## src/rtl/pe_mem_port_if.sv

```systemverilog
// Memory bus bundle between pe_mem_port (master) and data memory (slave).
// Signals: req/we/addr/be/wdata toward memory; gnt/rvalid/rdata back.
interface pe_mem_port_if;
  logic        bus_req;
  logic        bus_we;
  logic [29:0] bus_addr;
  logic [3:0]  bus_be;
  logic [31:0] bus_wdata;
  logic        bus_gnt;
  logic        bus_rvalid;
  logic [31:0] bus_rdata;

  modport master (
    output bus_req, bus_we, bus_addr, bus_be, bus_wdata,
    input  bus_gnt, bus_rvalid, bus_rdata
  );

  modport slave (
    input  bus_req, bus_we, bus_addr, bus_be, bus_wdata,
    output bus_gnt, bus_rvalid, bus_rdata
  );
endinterface

```

## src/rtl/pe_mem_port.sv

```systemverilog
// pe_mem_port: PE data-memory port. Turns level-held mem_read/mem_write
// from the controller into one req/gnt/rvalid bus transaction, returns
// a one-cycle mem_ack with lane-aligned load data and an error flag.
// Ports: clk, rst (async, active-high); mem_read, mem_write,
// mem_address, funct3, wr_data in; mem_ack, mem_Message, mem_err out;
// bus (pe_mem_port_if.master).
// Option: define PE_MEMPORT_TIMEOUT_EN to abort REQ/WAIT after
// TIMEOUT_CYCLES cycles with mem_err set.
module pe_mem_port #(
  parameter int TIMEOUT_CYCLES = 255
) (
  input  logic          clk,
  input  logic          rst,
  input  logic          mem_read,
  input  logic          mem_write,
  input  logic [31:0]   mem_address,
  input  logic [2:0]    funct3,
  input  logic [31:0]   wr_data,
  output logic          mem_ack,
  output logic [31:0]   mem_Message,
  output logic          mem_err,
  pe_mem_port_if.master bus
);

  typedef enum logic [2:0] {
    S_IDLE,
    S_REQ,
    S_WAIT,
    S_ACK,
    S_HOLD
  } state_t;

  state_t      state_q;
  logic        mem_ack_q;
  logic        mem_err_q;
  logic [31:0] msg_q;
  logic        bus_req_q;
  logic        bus_we_q;
  logic [29:0] bus_addr_q;
  logic [3:0]  bus_be_q;
  logic [31:0] bus_wdata_q;
  logic [1:0]  off_q;

  logic [1:0]  req_off;
  logic [3:0]  be_d;
  logic [31:0] wdata_d;
  logic        bad_d;
  logic [31:0] rdata_sh;
  logic        tmo;

  assign req_off = mem_address[1:0];

  // Lane enables, replicated store data and legality of the request.
  always_comb begin
    be_d    = 4'b0000;
    wdata_d = wr_data;
    bad_d   = 1'b0;
    unique case (funct3[1:0])
      2'b00: begin
        be_d    = 4'b0001 << req_off;
        wdata_d = {4{wr_data[7:0]}};
      end
      2'b01: begin
        be_d    = 4'b0011 << req_off;
        wdata_d = {2{wr_data[15:0]}};
        bad_d   = req_off[0];
      end
      2'b10: begin
        be_d  = 4'b1111;
        bad_d = |req_off;
      end
      default: bad_d = 1'b1;
    endcase
    if (mem_read && mem_write) bad_d = 1'b1;
  end

  assign rdata_sh = bus.bus_rdata >> {off_q, 3'b000};

`ifdef PE_MEMPORT_TIMEOUT_EN
  localparam int CLW = $clog2(TIMEOUT_CYCLES + 1);
  localparam int CW  = (CLW < 8) ? 8 : CLW;

  logic [CW-1:0] cnt_q;

  // Only REQ/WAIT count; REQ is always entered from IDLE, where the
  // counter sits at zero.
  always_ff @(posedge clk or posedge rst) begin
    if (rst) begin
      cnt_q <= '0;
    end else if (state_q == S_REQ || state_q == S_WAIT) begin
      cnt_q <= cnt_q + 1'b1;
    end else begin
      cnt_q <= '0;
    end
  end

  assign tmo = (cnt_q == CW'(TIMEOUT_CYCLES - 1));

  logic unused_cfg;
  assign unused_cfg = funct3[2];
`else
  assign tmo = 1'b0;

  logic unused_cfg;
  assign unused_cfg = ^{funct3[2], TIMEOUT_CYCLES};
`endif

  always_ff @(posedge clk or posedge rst) begin
    if (rst) begin
      state_q     <= S_IDLE;
      mem_ack_q   <= 1'b0;
      mem_err_q   <= 1'b0;
      msg_q       <= '0;
      bus_req_q   <= 1'b0;
      bus_we_q    <= 1'b0;
      bus_addr_q  <= '0;
      bus_be_q    <= '0;
      bus_wdata_q <= '0;
      off_q       <= '0;
    end else begin
      mem_ack_q <= 1'b0;
      unique case (state_q)
        S_IDLE: begin
          if (mem_read || mem_write) begin
            if (bad_d) begin
              state_q   <= S_ACK;
              mem_ack_q <= 1'b1;
              mem_err_q <= 1'b1;
              msg_q     <= '0;
            end else begin
              state_q     <= S_REQ;
              mem_err_q   <= 1'b0;
              bus_req_q   <= 1'b1;
              bus_we_q    <= mem_write;
              bus_addr_q  <= mem_address[31:2];
              bus_be_q    <= be_d;
              bus_wdata_q <= wdata_d;
              off_q       <= req_off;
            end
          end
        end
        S_REQ: begin
          if (bus.bus_gnt) begin
            bus_req_q <= 1'b0;
            if (bus_we_q) begin
              state_q   <= S_ACK;
              mem_ack_q <= 1'b1;
            end else begin
              state_q <= S_WAIT;
            end
          end else if (tmo) begin
            bus_req_q <= 1'b0;
            state_q   <= S_ACK;
            mem_ack_q <= 1'b1;
            mem_err_q <= 1'b1;
            msg_q     <= '0;
          end
        end
        S_WAIT: begin
          if (bus.bus_rvalid) begin
            msg_q     <= rdata_sh;
            state_q   <= S_ACK;
            mem_ack_q <= 1'b1;
          end else if (tmo) begin
            state_q   <= S_ACK;
            mem_ack_q <= 1'b1;
            mem_err_q <= 1'b1;
            msg_q     <= '0;
          end
        end
        S_ACK: begin
          state_q <= S_HOLD;
        end
        S_HOLD: begin
          // Wait for the controller to drop a still-held request.
          if (!mem_read && !mem_write) state_q <= S_IDLE;
        end
        default: state_q <= S_IDLE;
      endcase
    end
  end

  assign mem_ack       = mem_ack_q;
  assign mem_err       = mem_err_q;
  assign mem_Message   = msg_q;
  assign bus.bus_req   = bus_req_q;
  assign bus.bus_we    = bus_we_q;
  assign bus.bus_addr  = bus_addr_q;
  assign bus.bus_be    = bus_be_q;
  assign bus.bus_wdata = bus_wdata_q;

endmodule
```

## src/flat_wrapper.sv

```systemverilog
// flat-port wrapper written by rule: the top's interface ports become plain ports
module pe_mem_port_flat 
#(
  parameter int TIMEOUT_CYCLES = 255
)
  (clk, rst, mem_read, mem_write, mem_address, funct3, wr_data, mem_ack, mem_Message, mem_err, bus_bus_req, bus_bus_we, bus_bus_addr, bus_bus_be, bus_bus_wdata, bus_bus_gnt, bus_bus_rvalid, bus_bus_rdata);
  pe_mem_port_if bus_i ();
  input  logic clk;
  input  logic rst;
  input  logic mem_read;
  input  logic mem_write;
  input  logic [31:0] mem_address;
  input  logic [2:0] funct3;
  input  logic [31:0] wr_data;
  output logic mem_ack;
  output logic [31:0] mem_Message;
  output logic mem_err;
  output wire logic [$bits(bus_i.bus_req)-1:0] bus_bus_req;
  output wire logic [$bits(bus_i.bus_we)-1:0] bus_bus_we;
  output wire logic [$bits(bus_i.bus_addr)-1:0] bus_bus_addr;
  output wire logic [$bits(bus_i.bus_be)-1:0] bus_bus_be;
  output wire logic [$bits(bus_i.bus_wdata)-1:0] bus_bus_wdata;
  input wire logic [$bits(bus_i.bus_gnt)-1:0] bus_bus_gnt;
  input wire logic [$bits(bus_i.bus_rvalid)-1:0] bus_bus_rvalid;
  input wire logic [$bits(bus_i.bus_rdata)-1:0] bus_bus_rdata;
  assign bus_bus_req = bus_i.bus_req;
  assign bus_bus_we = bus_i.bus_we;
  assign bus_bus_addr = bus_i.bus_addr;
  assign bus_bus_be = bus_i.bus_be;
  assign bus_bus_wdata = bus_i.bus_wdata;
  assign bus_i.bus_gnt = bus_bus_gnt;
  assign bus_i.bus_rvalid = bus_bus_rvalid;
  assign bus_i.bus_rdata = bus_bus_rdata;
  pe_mem_port #(.TIMEOUT_CYCLES(TIMEOUT_CYCLES)) u_core (.clk(clk), .rst(rst), .mem_read(mem_read), .mem_write(mem_write), .mem_address(mem_address), .funct3(funct3), .wr_data(wr_data), .mem_ack(mem_ack), .mem_Message(mem_Message), .mem_err(mem_err), .bus(bus_i));
endmodule
```

## config.mk

```make
export PLATFORM = sky130hd
export DESIGN_NAME = pe_mem_port_flat
export DESIGN_NICKNAME = d
export VERILOG_FILES = /design/src/rtl/pe_mem_port_if.sv /design/src/rtl/pe_mem_port.sv /design/src/flat_wrapper.sv
export SDC_FILE = /design/constraint.sdc
export NUM_CORES = 1
export LEC_CHECK = 0
export ABC_AREA = 1
export CAP_MARGIN = 25
export CORE_MARGIN = 3
export CORE_UTILIZATION = 25
export CTS_BUF_LIST = sky130_fd_sc_hd__clkbuf_4 sky130_fd_sc_hd__clkbuf_8
export CTS_CLUSTER_SIZE = 24
export DETAILED_ROUTE_END_ITERATION = 6
export PLACE_DENSITY_LB_ADDON = 0.2
export SLEW_MARGIN = 20
export SYNTH_ARGS = -nofsm -noshare
export SYNTH_HDL_FRONTEND = slang
export SYNTH_SLANG_ARGS = --single-unit
```

## constraint.sdc

```tcl
create_clock -name clk -period 6.2 [get_ports clk]
set_input_delay 0.93 -clock clk [delete_from_list [all_inputs] [get_ports clk]]
set_output_delay 0.93 -clock clk [all_outputs]
set_load 0.01 [all_outputs]
```

# Word-level counts from Yosys, hierarchy flattened
# Index checks and enable logic that the tools add are counted.
[totals]
ff_bits = 107
inputBits = 105
[op_classes]
n_eq_ne = 12
shifts = 3
n_mux = 25
bitwise_logic = 1
n_reduce_logical = 15
[op_table]
columns = ["operator", "n"]
rows = [
  ["$pmux W32 S2", 2],
  ["$mux W32", 3],
  ["$shr A32 B5 Y32", 1],
  ["$pmux W3 S5", 1],
  ["$mux W3", 4],
  ["$pmux W4 S3", 1],
  ["$reduce_and A4 Y1", 3],
  ["$mux W1", 10],
  ["$eq A3 B2 Y1 const B", 2],
  ["$ne A2 B1 Y1 const B", 3],
  ["$ne A2 B2 Y1 const B", 3],
  ["$pmux W1 S3", 2],
  ["$reduce_bool A2 Y1", 2],
  ["$shl A1 B2 Y4 const A", 1],
  ["$shl A2 B2 Y4 const A", 1],
  ["$eq A3 B1 Y1 const B", 1],
  ["$eq A3 B3 Y1 const B", 1],
  ["$logic_not A3 Y1", 1],
  ["$reduce_and A3 Y1", 1],
  ["$eq A2 B1 Y1 const B", 1],
  ["$eq A2 B2 Y1 const B", 1],
  ["$logic_and A1 B1 Y1", 2],
  ["$logic_not A1 Y1", 2],
  ["$logic_not A2 Y1", 1],
  ["other kinds (6)", 6],
]

# Longest topological paths before layout
# Gate-level depths: netlist (run 1).
[logic_depth]
word_depth = 6
mapped_depth = 11
mapped_depth_nobuf = 9

# Worst setup path after synthesis (run 1)
# OpenSTA, ideal clock, no wires.
[synth_path]
path_type = "input to register"
startpoint = "in funct3[1]"
endpoint = "reg u_core.bus_be_q[2] (netlist: u_core.bus.bus_be[2])"
setup_time_ns = 0.132
arrival_time_ns = 1.972
slack_ns = 4.096
path_stages = 11
path_buffers = 3
cell_sequence = "buf_4 inv_2 nor2_2 nand2_1 nand3_2 nor2_4 inv_2 buf_6 buf_2 nand2_1 o21ai_1"
[synth_via]
elab_chain_cells = 5
elab_cells_between_ends = 8
classes_between = "eq/ne (2); mux (3); bitwise (1); reduce/logical (2)"
[synth_lines]
columns = ["item", "line", "text"]
rows = [
  ["from (decl)", "flat_wrapper.sv:13", "input logic [2:0] funct3;"],
  ["$eq A2 B2 Y1 (tied with other cells)", "pe_mem_port.sv:58", "unique case (funct3[1:0])"],
  ["$pmux W1 S3", "pe_mem_port.sv:58", ""],
  ["$mux W1", "pe_mem_port.sv:74", "if (mem_read && mem_write) bad_d = 1'b1;"],
  ["$not A1 Y1 (no line)", "--", ""],
  ["$reduce_and A3 Y1 (no line)", "--", ""],
  ["to (signal assigned)", "pe_mem_port.sv:117", "bus_be_q <= '0;"],
  ["to (signal assigned)", "pe_mem_port.sv:136", "bus_be_q <= be_d;"],
  ["to (decl)", "pe_mem_port.sv:40", "logic [3:0] bus_be_q;"],
]
# Several ways; a longest one is shown, not always the timed one.
# A chain may end at the register's enable or synchronous reset.

# Worst setup path in the final report (run 1)
[layout_path]
startpoint = "in funct3[1]"
endpoint = "reg u_core.bus_wdata_q[13] (netlist: u_core.bus.bus_wdata[13])"
[layout_via]
elab_chain_cells = 5
elab_cells_between_ends = 8
classes_between = "eq/ne (2); mux (3); bitwise (1); reduce/logical (2)"
[layout_lines]
columns = ["item", "line", "text"]
rows = [
  ["$eq A2 B2 Y1 (tied with other cells)", "pe_mem_port.sv:58", ""],
  ["$pmux W1 S3", "pe_mem_port.sv:58", ""],
  ["$mux W1", "pe_mem_port.sv:74", ""],
  ["$not A1 Y1 (no line)", "--", ""],
  ["$reduce_and A3 Y1 (no line)", "--", ""],
  ["to (signal assigned)", "pe_mem_port.sv:137", "bus_wdata_q <= wdata_d;"],
  ["to (decl)", "pe_mem_port.sv:41", "logic [31:0] bus_wdata_q;"],
]
# Several ways; a longest one is shown, not always the timed one.

==> results.cfg, run 1 <==
[critical_path]
cp-end-kind = register
crit_path_start_kind = input port
worstPathRequired_ns = 6.46
crit_type = in2reg
crit_fanout = 71
cp.arrival_ns = 3.72

[synthesis]
netlist_area_mm2 = 0.00503
netlist_instances = 642
netlist.area_leader.share = 0.533
yosys_warnings = 0
ys_seq_area_frac = 0.533
avgSynthCellArea_um2 = 7.83
synth.largest_area_cell = dfrtp_1
synth.ff_latch_count = 107
synth-async-reset-ratio = 1.00
synth_edf_count = 0
synth_most_common_cell = nand2_1
synthTopCellsByCount = 263 x nand2_1, 107 x dfrtp_1, 42 x a21oi_1, 42 x nand3_1, 36 x o21ai_1
synth_cell_types = 28
synthFlopType = dfrtp_1
yosys-top-cells-area = dfrtp_1 53%, nand2_1 20%, a21oi_1 4.2%
synth.net_count = 747

[timing]
drv_slew = 0
period_share = 0.558
tightest_slew_ns = 0.864
fmax_ghz = 0.289
setup_viol = 0
setup-tns-final_ns = 0
slew_headroom = 0.422
postLayoutSetupSlackWorst_ns = 2.74
hold_viol = 0
rsz0062_at_grt = no
finalClockSkew_ns = 0.0187
fin_crit_ns = 3.46

[floorplan]
io_pins = 207
fp.dieArea_mm2 = 0.0218
core_area_mm2 = 0.0196
die_x_um = 148
initial_utilization = 0.257
num_rows = 51
die_y_um = 148

[global_route]
grt_max_degree = 73
overflow = 0
antenna_found_initial = 0
first_global_vias = 4668
grt_pass1_wl_um = 26000
grt_usage = 0.151

[route]
via_per_inst = 4.38
vias = 4801
wl_per_cell_um = 15.1
drtIter0Drc = 209
first_pass_iters = 5
wl_um = 16500
drc_errors = 0
postRouteAntennaNets = 0

[clock_tree]
h-tree-depth = 3
ctsResizeCount = 0
numClockSinks = 107
insertion_delay_ns = 0.39
cts.clk_slew.worst_paths_ns = 0.12
numCtsBuffers = 9
cts_setup_buffers = 0
clk_path_buf_depth = 2
cts-root-buf = clkbuf_8
hold_buffers = 0
cts_tree = yes

[placed_design]
place.gp.congestion = 0.817
portBuffers = 205
dp_slack_ns = 2.26
dp_hpwl_um = 11500
dp.cells = 1078

[final_layout]
area_growth_pct = 49.3
multi_input_area_mm2 = 0.00204
diodes = 0
nets = 930
fin_cells = 1095
regArea_mm2 = 0.00268
final_layout_size_suffix_gt1_frac = 0.0458
nFillCells = 2088

[worst_hold_path]
hp-class = reg2reg

[pwr]
power_per_cell_area_mw_per_mm2 = 433
cellLeakagePower_nw = 3.47
ir_worst_vdd_uv = 176

[run]
cap_violations = 0

[outcome]
status = finished clean
[layout make-up]
class	count	share of cell area
inverters	31	0.0158
well taps	265	0.0442
clock inverters	7	0.0140
repair buffers	211	0.281
clock buffers	9	0.0165
flip-flops and latches	107	0.357
multi-input cells	465	0.272
[stage by stage]
step                      hold WS (ns)  power, mW  cell area, um^2  utilization
after global routing             0.494       3.51             7500        0.383
after floorplan                  0.507       1.98             5030            -
after detailed placement         0.457       2.78             7260        0.370
final                            0.477       3.25             7500        0.383
after global placement           0.452       2.78             7260        0.370
after CTS                        0.483       3.31             7480        0.382
[metal layers]
metal,global-route usage,part of all wire,vias to the layer above
met4,0.0294,0.0080,0
met3,0.0469,0.071,5
met2,0.242,0.46,169
li1,-,-,2437
met5,0,0,-
met1,0.203,0.46,2190
[final timing paths]
path,startpoint,to,slack [ns],depth (start not counted)
max in group asynchronous,rst,u_core.mem_Message[4],4.39,3
max,funct3[1],u_core.bus.bus_wdata[13],2.74,10
max reg2reg,u_core.state_q[2],u_core.mem_Message[26],3.51,7
min,u_core.mem_Message[21],u_core.mem_Message[21],0.48,2
min reg2reg,u_core.mem_Message[21],u_core.mem_Message[21],0.48,2
min in group asynchronous,rst,u_core.bus.bus_wdata[16],0.93,2
[flip-flops by register name (all words and copies together) (netlist names)]
signal / cells
u_core.bus.bus_be: 4
u_core.bus.bus_we: 1
u_core.mem_err: 1
u_core.mem_Message: 32
u_core.mem_ack: 1
u_core.off_q: 2
u_core.bus.bus_addr: 30
u_core.bus.bus_wdata: 32
u_core.state_q: 3
u_core.bus.bus_req: 1
[critical path, cell delays in order]
cell and delay, ns:
clkdlybuf4s50_1 0.45, buf_4 0.34, inv_2 0.21, nor2_2 0.21, nand2_1 0.10, nand3_2 0.11
nor2_4 0.04, inv_2 0.44, buf_4 0.65, o21ai_1 0.16
[layout by cell type (no fill, tap or decap), drive strengths merged]
cell / netlist / layout
nor3: 11 / 11
nand3: 43 / 43
o21ai: 63 / 63
nand2: 267 / 267
clkinvlp: 0 / 1
bufinv: 0 / 2
clkdlybuf4s50: 0 / 205
nor2: 23 / 23
inv: 29 / 33
dfrtp: 107 / 107
clkinv: 2 / 2
or2: 1 / 1
buf: 19 / 6
a31oi: 2 / 2
nand4: 9 / 9
o31ai: 1 / 1
a21oi: 42 / 42
a211oi: 1 / 1
clkbuf: 20 / 9
nand3b: 1 / 1
o221ai: 1 / 1
[power breakdown]
part / internal (mW) / switching, mW / total (mW)
clock: 0.235 / 0.268 / 0.503
sequential: 0.985 / 0.184 / 1.17
combinational: 0.748 / 0.830 / 1.58
[kinds of logic after synthesis]
family,synth area share
AND/OR/NAND/NOR,0.294
AO/OA/AOI/OAI,0.112
flip-flops,0.533
buffers and inverters,0.0617
Note: power is estimated with default switching activity, not from simulation.
==> run 2: changes to the inputs <==
- clock period: 6.2 -> 3.57 ns (I/O delays scaled with it)
==> run 2 against run 1 <==
Register-to-register slack got worse by 2.3 ns; critical path type is now reg2reg; sequential power is 71% higher; utilization is 0.070 points higher; sequential share of layout area fell by 0.065 points; total power is 73% higher; setup slack got worse by 1.5 ns; clock power rose by 62%; critical endpoint is now u_core.mem_Message[20]; cell count is 0.27% higher; largest power group unchanged; non-clock buffer count up 3; worst hold slack better by 0.0015 ns.
==> results.cfg, run 2 (synthesized netlist as in run 1, its figures left out) <==
[outcome]
status = finished clean

[final_layout]
area_growth_pct = 49.6
final_common_cell = nand2_1
final_layout_size_suffix_gt1_frac = 0.0492
nFillCells = 2061
diodes = 0
fin_cells = 1098
regArea_mm2 = 0.00268
multi_input_area_mm2 = 0.00204
nets = 933
postLayoutCoreUtil = 0.384
final_cell_mix = 263 x nand2_1, 205 x clkdlybuf4s50_1, 107 x dfrtp_1
fin_area_mm2 = 0.00752

[global_route]
grt_usage = 0.153
grt_pass1_wl_um = 26500
antenna_found_initial = 0
grt_max_degree = 108
first_global_vias = 4761
overflow = 0

[critical_path]
crit_chain = inv_2 -> nor3_4 -> buf_4 -> nand2_1 -> nand2_1 -> inv_2 -> nand2_2 -> nand2_1 -> nand2_1
r2r_slack_ns = 1.21
crit_path_max_incr_delay_ns = 0.53
crit_buf_inv = 3
crit_cells = 9
r2r_cells = 9
cp.arrival_ns = 2.63
cp-end-kind = register
r2r-end = u_core.mem_Message[20]
crit_path_start_kind = register
cp_slowest_cell = nand2_2
crit_family = simple AND/OR/NAND/NOR gates
reg2reg_from = u_core.state_q[1]
worstPathRequired_ns = 3.84
crit_fanout = 33
crit_start = u_core.state_q[1]
crit_type = reg2reg
cp_common_cell = nand2_1

[timing]
hold_viol = 0
setup-tns-final_ns = 0
period_share = 0.660
fmax_ghz = 0.424
finalClockSkew_ns = 0.0190
rsz0062_at_grt = no
tightest_slew_ns = 0.656
fin_crit_ns = 2.36
drv_slew = 0
setup_viol = 0
slew_headroom = 0.563

[clock_tree]
h-tree-depth = 3
ctsResizeCount = 0
clk_path_buf_depth = 2
cts_tree = yes
cts.clk_slew.worst_paths_ns = 0.12
insertion_delay_ns = 0.39
cts_setup_buffers = 0
cts-root-buf = clkbuf_8
numCtsBuffers = 9
numClockSinks = 107
hold_buffers = 0

[floorplan]
die_y_um = 148
fp.dieArea_mm2 = 0.0218
io_pins = 207
die_x_um = 148
num_rows = 51
core_area_mm2 = 0.0196
initial_utilization = 0.257

[route]
vias = 4770
first_pass_iters = 5
via_per_inst = 4.34
drc_errors = 0
drtIter0Drc = 304
wl_per_cell_um = 15.0
postRouteAntennaNets = 0
wl_um = 16500

[placed_design]
dp_hpwl_um = 11500
placed_cell_area_mm2 = 0.00731
dp.cells = 1082
place.gp.congestion = 0.810
portBuffers = 205

[pwr]
ir_worst_vdd_uv = 261
cellLeakagePower_nw = 3.48
power_per_cell_area_mw_per_mm2 = 746

[worst_hold_path]
min_from = u_core.mem_Message[21]
holdPathEnd = u_core.mem_Message[21]
hp-class = reg2reg
worst_hold_path.num_cells = 2

[run]
cap_violations = 0
-- run 2: stage by stage --
step | setup slack [ns] | hold WS, ns | total power [mW]
6_report | 1.21 | 0.478 | 5.61
4_1_cts | 1.14 | 0.484 | 5.73
5_1_grt | 0.955 | 0.511 | 6.10
3_5_place_dp | 0.768 | 0.457 | 4.87
2_1_floorplan | 0.217 | 0.507 | 3.45
3_3_place_gp | 0.849 | 0.454 | 4.86
-- run 2: layout make-up --
type / count / share of cell area
sequential: 107 / 0.356
timing repair buffer: 214 / 0.285
multi-input combinational: 465 / 0.271
tap: 265 / 0.0441
clock buffer: 9 / 0.0165
inverter: 31 / 0.0158
clock inverter: 7 / 0.0111
-- run 2: worst register-to-register path, cell delays in order, from the launching register on --
cell,delay (ns)
dfrtp_1,0.45
inv_2,0.11
nor3_4,0.04
buf_4,0.22
nand2_1,0.12
nand2_1,0.09
inv_2,0.44
nand2_2,0.53
nand2_1,0.21
nand2_1,0.06
-- run 2: worst max path at each step --
stage,slack [ns],endpoint
after floorplan,0.22,u_core.bus.bus_addr[0]
after global placement,0.85,u_core.mem_Message[13]
after detailed placement,0.77,u_core.mem_Message[20]
after CTS,1.14,u_core.mem_Message[20]
after global routing,0.96,u_core.mem_Message[22]
final,1.21,u_core.mem_Message[20]
-- run 2: metal layers --
layer  up-vias  part of all wire  GRT usage
met2       150              0.45      0.236
met4         0             0.011     0.0447
met5         -                 0          0
met3        10             0.077     0.0392
met1      2169              0.47      0.212
li1       2441                 -          -
-- run 2: power by group --
part	switching [mW]	internal (mW)	total (mW)
clock	0.477	0.339	0.816
sequential	0.287	1.71	2.00
combinational	1.47	1.33	2.80
total	2.23	3.38	5.61
==> run 3: changes to the inputs <==
- clock period: 3.57 -> 2.04 ns (I/O delays scaled with it)
==> run 3 against run 2 <==
Combinational power increased by 83%; first-iteration DRC count fell by 27%; clock skew down 0.0073 ns; critical path depth decreased by 8; critical path type is now reg2out; worst hold slack worse by 0.12 ns; flip-flop and latch count stayed put.
==> results.cfg, run 3 (synthesized netlist as in run 1, its figures left out) <==
[outcome]
status = finished clean

[final_layout]
final_cell_mix = 263 x nand2_1, 205 x clkdlybuf4s50_1, 107 x dfrtp_1
fin_area_mm2 = 0.00769
nFillCells = 2066
diodes = 0
final_common_cell = nand2_1
nets = 946
final_layout_size_suffix_gt1_frac = 0.0638
area_growth_pct = 52.9

[global_route]
grt_usage = 0.153
antenna_found_initial = 1
grt_max_degree = 63
first_global_vias = 4745
grt_pass1_wl_um = 26500
overflow = 0

[critical_path]
crit_chain = clkdlybuf4s50_1
cp-end-kind = output pin
crit_fanout = 3
crit_buf_inv = 1
crit_cells = 1
r2r-end = u_core.mem_Message[2]
r2r_cells = 6
reg2reg_from = u_core.off_q[0]
worstPathRequired_ns = 1.73
crit_path_start_kind = register
crit_family = buffers and inverters
crit_start = u_core.bus.bus_we
cp.arrival_ns = 1.34
endpoint = bus_bus_we
crit_path_max_incr_delay_ns = 0.57
cp_slowest_cell = clkdlybuf4s50_1
r2r_slack_ns = 0.42
crit_type = reg2out

[clock_tree]
cts.clk_slew.worst_paths_ns = 0.11
hold_buffers = 0
numCtsBuffers = 9
cts-root-buf = clkbuf_8
ctsResizeCount = 0
h-tree-depth = 3
numClockSinks = 107
cts_tree = yes
insertion_delay_ns = 0.38
clk_path_buf_depth = 2
cts_setup_buffers = 0

[timing]
finalClockSkew_ns = 0.0117
fin_crit_ns = 1.64
setup_viol = 0
slew_headroom = 0.647
rsz0062_at_grt = no
drv_slew = 0
tightest_slew_ns = 0.526
fmax_ghz = 0.608
period_share = 0.806
hold_viol = 0
setup-tns-final_ns = 0

[floorplan]
core_area_mm2 = 0.0196
num_rows = 51
fp.dieArea_mm2 = 0.0218
initial_utilization = 0.257
io_pins = 207
die_y_um = 148
die_x_um = 148

[pwr]
p_total_mw = 10.0
ir_worst_vdd_uv = 534
cellLeakagePower_nw = 3.56
power_per_cell_area_mw_per_mm2 = 1310

[route]
first_pass_iters = 5
wl_um = 16700
via_per_inst = 4.36
wl_per_cell_um = 15.1
vias = 4849
drc_errors = 0
drtIter0Drc = 222
postRouteAntennaNets = 0

[worst_hold_path]
hp-class = in2async

[placed_design]
place.gp.congestion = 0.802
dp_hpwl_um = 12000
placed_cell_area_mm2 = 0.00748
portBuffers = 205

[run]
cap_violations = 0
run 3: cell count changes in the layout (fill, tap and decap cells not counted), sizes merged:
cell,delta
buf,+13
clkbuf,+1
clkinv,+1
clkinvlp,+2
inv,-4
run 3: worst min-delay path by stage:
stage / startpoint / cells after the start / slack, ns / to
floorplan: bus_bus_gnt / 1 / 0.39 / u_core.bus.bus_req
global placement: u_core.bus.bus_addr[27] / 2 / 0.45 / u_core.bus.bus_addr[27]
detailed placement: u_core.bus.bus_addr[10] / 2 / 0.46 / u_core.bus.bus_addr[10]
CTS: rst / 3 / 0.37 / u_core.mem_Message[29]
global route: rst / 3 / 0.39 / u_core.mem_Message[29]
finish: rst / 3 / 0.36 / u_core.mem_Message[12]
run 3: metal layers:
layer	share of wire	wire length (um)	track usage	up-vias
met2	0.45	7480	0.234	153
met4	0.018	300	0.0531	2
li1	-	-	-	2466
met1	0.45	7600	0.210	2211
met3	0.080	1340	0.0417	17
met5	0.00072	12	0	-
run 3: report_power, final:
group	internal (mW)	leakage (nW)	total [mW]	switching, mW
registers	3.00	1.37	3.55	0.551
clock network	0.603	0.0987	1.39	0.784
logic	2.51	2.09	5.11	2.60
run 3: layout make-up:
class	instances	area (um^2)	area share
Clock buffer	10	138	0.0179
Clock inverter	6	63.8	0.00830
Inverter	31	120	0.0156
Multi-Input combinational cell	465	2040	0.265
Sequential cell	107	2680	0.348
Tap cell	265	332	0.0431
Timing Repair Buffer	227	2320	0.301
run 3: metrics by stage:
step                      hold WS (ns)  std cells  setup WS, ns   util
after floorplan                  0.391        642         0.446      -
after global placement           0.453       1095        0.0865  0.382
after detailed placement         0.458       1095        0.0738  0.382
after CTS                        0.365       1111         0.347  0.392
after global routing             0.387       1111         0.264  0.392
final                            0.363       1111         0.396  0.392
